[src/rtl/countdown8_if.sv]
// Control/status bundle for the countdown8 timer: the master drives commands,
// the slave (timer) returns count and status.
interface countdown8_if #(
  parameter int WIDTH      = 8,
  parameter int PRESCALE_W = 8
);
  logic                  load;
  logic [WIDTH-1:0]      load_val;
  logic                  auto_reload;
  logic [PRESCALE_W-1:0] presc;
  logic                  pause;
  logic                  abort;
  logic [WIDTH-1:0]      v;
  logic                  busy;
  logic                  tc;
  logic                  done;

  modport master (output load, load_val, auto_reload, presc, pause, abort,
                  input  v, busy, tc, done);
  modport slave  (input  load, load_val, auto_reload, presc, pause, abort,
                  output v, busy, tc, done);
endinterface

[src/rtl/countdown8.sv]
// Loadable prescaled down-counter with one-shot / auto-reload modes and a
// single-cycle terminal-count pulse. All outputs are registered.
module countdown8 #(
  parameter int WIDTH      = 8,
  parameter int PRESCALE_W = 8
) (
  input logic         clk,
  input logic         reset,
  countdown8_if.slave bus
);
  typedef enum logic [1:0] {IDLE, RUN, DONE} state_t;

  state_t                state;
  logic [WIDTH-1:0]      v_q, reload_q;
  logic [PRESCALE_W-1:0] pcnt, presc_l;
  logic                  mode_q, busy_q, tc_q, done_q;

  always_ff @(posedge clk or posedge reset) begin
    if (reset) begin
      state    <= IDLE;
      v_q      <= '0;
      reload_q <= '0;
      pcnt     <= '0;
      presc_l  <= '0;
      mode_q   <= 1'b0;
      busy_q   <= 1'b0;
      tc_q     <= 1'b0;
      done_q   <= 1'b0;
    end else begin
      tc_q <= 1'b0;
      if (bus.abort) begin
        state  <= IDLE;
        v_q    <= '0;
        pcnt   <= '0;
        busy_q <= 1'b0;
        done_q <= 1'b0;
      end else if (bus.load) begin
        reload_q <= bus.load_val;
        mode_q   <= bus.auto_reload;
        presc_l  <= bus.presc;
        pcnt     <= '0;
        v_q      <= bus.load_val;
        // A zero start value completes immediately without a tc pulse.
        if (bus.load_val != '0) begin
          state  <= RUN;
          busy_q <= 1'b1;
          done_q <= 1'b0;
        end else begin
          state  <= DONE;
          busy_q <= 1'b0;
          done_q <= 1'b1;
        end
      end else if (state == RUN && !bus.pause) begin
        if (pcnt != presc_l) begin
          pcnt <= pcnt + 1'b1;
        end else begin
          pcnt <= '0;
          if (v_q > WIDTH'(1)) begin
            v_q <= v_q - 1'b1;
          end else if (mode_q) begin
            v_q  <= reload_q;
            tc_q <= 1'b1;
          end else begin
            v_q    <= '0;
            tc_q   <= 1'b1;
            done_q <= 1'b1;
            busy_q <= 1'b0;
            state  <= DONE;
          end
        end
      end
    end
  end

  assign bus.v    = v_q;
  assign bus.busy = busy_q;
  assign bus.tc   = tc_q;
  assign bus.done = done_q;
endmodule

[src/flat_wrapper.sv]
// flat-port wrapper written by rule: the top's interface ports become plain ports
module countdown8_flat 
#(
  parameter int WIDTH      = 8,
  parameter int PRESCALE_W = 8
)
  (clk, reset, bus_load, bus_load_val, bus_auto_reload, bus_presc, bus_pause, bus_abort, bus_v, bus_busy, bus_tc, bus_done);
  countdown8_if #(.WIDTH(WIDTH), .PRESCALE_W(PRESCALE_W)) bus_i ();
  input logic clk;
  input logic reset;
  input wire logic [$bits(bus_i.load)-1:0] bus_load;
  input wire logic [$bits(bus_i.load_val)-1:0] bus_load_val;
  input wire logic [$bits(bus_i.auto_reload)-1:0] bus_auto_reload;
  input wire logic [$bits(bus_i.presc)-1:0] bus_presc;
  input wire logic [$bits(bus_i.pause)-1:0] bus_pause;
  input wire logic [$bits(bus_i.abort)-1:0] bus_abort;
  output wire logic [$bits(bus_i.v)-1:0] bus_v;
  output wire logic [$bits(bus_i.busy)-1:0] bus_busy;
  output wire logic [$bits(bus_i.tc)-1:0] bus_tc;
  output wire logic [$bits(bus_i.done)-1:0] bus_done;
  assign bus_i.load = bus_load;
  assign bus_i.load_val = bus_load_val;
  assign bus_i.auto_reload = bus_auto_reload;
  assign bus_i.presc = bus_presc;
  assign bus_i.pause = bus_pause;
  assign bus_i.abort = bus_abort;
  assign bus_v = bus_i.v;
  assign bus_busy = bus_i.busy;
  assign bus_tc = bus_i.tc;
  assign bus_done = bus_i.done;
  countdown8 #(.WIDTH(WIDTH), .PRESCALE_W(PRESCALE_W)) u_core (.clk(clk), .reset(reset), .bus(bus_i));
endmodule
[config.mk]
export PLATFORM = sky130hd
export DESIGN_NAME = countdown8_flat
export DESIGN_NICKNAME = d
export VERILOG_FILES = /design/src/rtl/countdown8_if.sv /design/src/rtl/countdown8.sv /design/src/flat_wrapper.sv
export SDC_FILE = /design/constraint.sdc
export NUM_CORES = 1
export LEC_CHECK = 0
export ABC_AREA = 1
export CORE_MARGIN = 2
export CORE_UTILIZATION = 40
export DETAILED_ROUTE_END_ITERATION = 16
export PLACE_DENSITY = 0.68
export SYNTH_ARGS = -nofsm -noshare
export SYNTH_HDL_FRONTEND = slang
export SYNTH_SLANG_ARGS = --single-unit
[constraint.sdc]
create_clock -name clk -period 2.03 [get_ports clk]
set_input_delay 0.406 -clock clk [delete_from_list [all_inputs] [get_ports clk]]
set_output_delay 0.406 -clock clk [all_outputs]
set_load 0.01 [all_outputs]
==> results <==
- Dividing the synthesized area by the synthesized cell count gives 7.39 um^2.
- The worst pin sits at a relative slew slack of 0.700.
- Counting every net in the synthesized netlist gives 298.
- In the layout the commonest cells are nand2_1, dfrtp_1, clkdlybuf4s50_1, inv_1, nor2_1.
- The logic depth of the worst path, buffers included is 11.
- The number of buffers on the longest clock path is 2.
- The type of destination of the critical path is a flip-flop.
- Counting distinct cell types in the post-synthesis netlist gives 28.
- The detail route stage leaves a number of antenna-violating nets equal to 0.
- The flow ran to the end, and the final reports show no timing, DRC or antenna violations.
- Dividing total power by cell area gives a power density of 816 nW/um^2.
- Entering global routing, the biggest net connects 37 pins.
- The share of the cycle needed by the critical path after routing is 0.888.
- The first global-routing pass estimated 7.45 mm of wire.
- The total I/O pin count is 33.
- The worst register-to-register path begins at u_core.bus.v[0]$_DFFE_PP0P_.
- In this run the critical register-to-register path is captured at u_core.state[1]$_DFFE_PP0P_.
- The number of H-tree branching levels is 2.
- Dividing the detail-routed wire length by the instance count gives 11.4 um.
- TritonCTS built the clock tree.
- The number of global-route vias before repair is 1646.
- The antenna cell count is 0.
- Summed over all nets, the half-perimeter wirelength after detailed placement is 3.16 mm.
- The highest attainable clock frequency is roughly 550 MHz.
- The detailed-route wire length is 4.33 mm.
- Traced cell by cell, the critical path runs through inv_1 -> ha_2 -> nor2_1 -> nor2_1 -> nand2_2 -> nand2_1 -> nand2_2 -> inv_1 -> nand3_1 -> nand2_1 -> nand2_1.
- The register-to-register setup slack is approximately 0.23 ns.
- The class of the most critical setup path is flip-flop to flip-flop.
- The x dimension of the die is 75.0 um.
- The number of antenna violations at the first check in global routing is 0.
- For this design, the slowest cell found on the critical path is dfrtp_1.
- The residual DRC count is 0.
- The total clock buffers created by CTS is 5.
- The global placer's final weighted congestion is 0.892.
- The via density per instance is 4.64.
- The analysis attributes to cell leakage a power of 1.24 nW.
- After technology mapping, the gate count stands at 273.
- The synthesized design contains 36 register bits.
- The hold violation total from the final report is 0.
- The worst reg-to-reg path cell count is 11.
- Before antenna repair, the detailed router went through 4 iterations.
- The initial standard-cell utilization of the core is 0.421.
- The proportion of synthesized chip area in sequential cells is 0.447.
- The final sum of negative setup slack is 0 ns.
- Clock-pin slew was measured on the worst setup and hold paths at around 0.08 ns.
- Setup repair after global routing left no endpoint under its margin.
- The data arrival time of the critical path is between 1.5 and 2 ns.
- The fraction of final layout cells sized beyond drive strength 1 is 0.0804.
- The root buffer cell is clkbuf_8.
- The post-layout worst setup margin is 0.228 ns.
- The required arrival time at the worst endpoint is 2.21 ns.
- The area growth from synthesis to layout is 25.1%.
- The global-route usage over all layers is 0.179.
- The clock net in this run drives a total of 36 sinks.
- The worst-case IR drop observed on VDD is 0.415 mV.
- The most frequent standard cell in the layout excluding fill and tap cells is nand2_1.
- The core area is 4790 um^2.
- Of the post-synthesis cell area, the dominant cell type holds 0.447.
- Setup violations remaining at the end of the flow were counted as 0.
- Yosys printed 0 warnings.
- The number of buffers and inverters on the critical path is 2.
- For this block, the initial DRC count from the detailed router was 104.
- The startpoint type of the worst setup path is a flip-flop.
- The floorplan has 25 rows.
- The overall die area is 5630 um^2.
- The floorplan die height is between 70 and 80 um.
- For the finished layout, the period the worst path requires is around 1.8 ns.
- The maximum fanout along the worst path is 8.
- Timing analysis after detailed placement gives a worst setup slack of 0.106 ns.
- The actual transition at the worst max-transition pin is approximately 0.45 ns.
- Ranked by total cell area, the synthesized netlist is headed by dfrtp_1, nand2_1, nor2_1.
- The post-route clock skew is 0.00877 ns.
- The most critical setup path has its endpoint at u_core.state[1]$_DFFE_PP0P_.
- The maximum single-stage delay on the critical path is 0.44 ns.
- Max-cap violations in this run came to 0.
- The final layout net count is 335.
- Input and output buffers added on the ports amount to 32.
- The cell area that synthesis handed to floorplanning was 2020 um^2.
- The max-slew violation count is 0.
- The vias after detailed routing is 1755.
- The min-delay analysis places its worst path in the category flip-flop to flip-flop.
- The worst setup path startpoint is u_core.bus.v[0]$_DFFE_PP0P_.
- At the later pin of the worst-skew pair, clock insertion delay measures around 0.29 ns.
- Global routing finished with a remaining overflow of 0.
- In this design, the critical path's most frequently occurring cell is nand2_1.
- On the critical path the largest part of the delay comes from simple AND/OR/NAND/NOR gates.
- The largest total area in the synthesized netlist belongs to dfrtp_1.
- The utilization after layout is 0.527.
-- registers in the layout, summed over array words and instances (netlist names) --
register and count:
u_core.bus.tc 1, u_core.bus.v 8, u_core.mode_q 1, u_core.pcnt 8
u_core.presc_l 8, u_core.reload_q 8, u_core.state 2
-- worst min path at each step --
stage               depth (start not counted)  slack [ns]                        endpoint                            from
global placement                            2        0.45  u_core.reload_q[0]$_DFFE_PP0P_  u_core.reload_q[0]$_DFFE_PP0P_
finish                                      2        0.47  u_core.reload_q[0]$_DFFE_PP0P_  u_core.reload_q[0]$_DFFE_PP0P_
floorplan                                   2        0.44  u_core.reload_q[0]$_DFFE_PP0P_  u_core.reload_q[0]$_DFFE_PP0P_
CTS                                         2        0.47  u_core.reload_q[0]$_DFFE_PP0P_  u_core.reload_q[0]$_DFFE_PP0P_
detailed placement                          2        0.45  u_core.reload_q[0]$_DFFE_PP0P_  u_core.reload_q[0]$_DFFE_PP0P_
global route                                2        0.52   u_core.presc_l[7]$_DFFE_PP0P_   u_core.presc_l[7]$_DFFE_PP0P_
-- report_power, final --
| part | total [mW] | leakage, nW | switching [mW] | internal (mW) |
|---|---|---|---|---|
| clock | 0.539 | 0.0510 | 0.268 | 0.271 |
| sequential | 0.888 | 0.460 | 0.0826 | 0.806 |
| combinational | 0.631 | 0.732 | 0.344 | 0.288 |
-- area by class of cell --
| type | count | area [um^2] |
|---|---|---|
| tap | 67 | 83.8 |
| clock buffer | 6 | 82.6 |
| clock inverter | 2 | 10.0 |
| multi-input combinational | 202 | 977 |
| timing repair buffer | 35 | 355 |
| sequential | 36 | 901 |
| inverter | 30 | 113 |
| fill | 486 | 2260 |
-- stage by stage --
step | instances | hold WS (ns) | total power, mW | cell area (um^2)
3_3_place_gp | 370 | 0.453 | 1.52 | 2430
2_1_floorplan | 273 | 0.437 | 1.29 | 2020
4_1_cts | 378 | 0.472 | 2.08 | 2520
6_report | 378 | 0.472 | 2.06 | 2520
3_5_place_dp | 370 | 0.454 | 1.54 | 2430
5_1_grt | 378 | 0.518 | 2.22 | 2520
-- per-layer routing --
layer	wire, um	up-vias	GRT usage
met5	0	-	0
met4	59	0	0.0595
met3	231	7	0.0482
met2	2050	44	0.301
met1	1990	783	0.224
li1	-	921	-
-- synth_stat cells, drive strengths merged --
cell type / instances
ha: 3
o21bai: 1
inv: 30
nand4: 3
dfrtp: 36
nand3: 12
o21ai: 20
clkbuf: 2
xor2: 4
and2: 1
nand3b: 1
nor4b: 1
a21oi: 4
nand2: 109
xnor2: 4
buf: 3
nor2: 34
a21boi: 1
nor3: 2
o211ai: 2
-- logic make-up after synthesis --
family,Yosys count,synth area share
xor gates and xnor gates,8,0.0347
DFF,36,0.447
AOI/OAI and AO/OA,28,0.0819
buffers and inverters,35,0.0713
and+or+nand+nor,163,0.347
adders and majority gates,3,0.0186
-- what timing repair did --
item                       4_1_cts  5_1_grt
setup endpoints to repair        0        1
gates resized for setup          0        1
setup buffers                    0        0
hold buffers                     0        0
-- worst register-to-register path, delay by kind of cell (launching register included) --
kind          cells  cell delay (ns)
fa+ha+maj         1             0.22
buf+inv           2             0.25
flops             1             0.44
simple gates      8             0.77
Power figures use the tool's default switching activity.
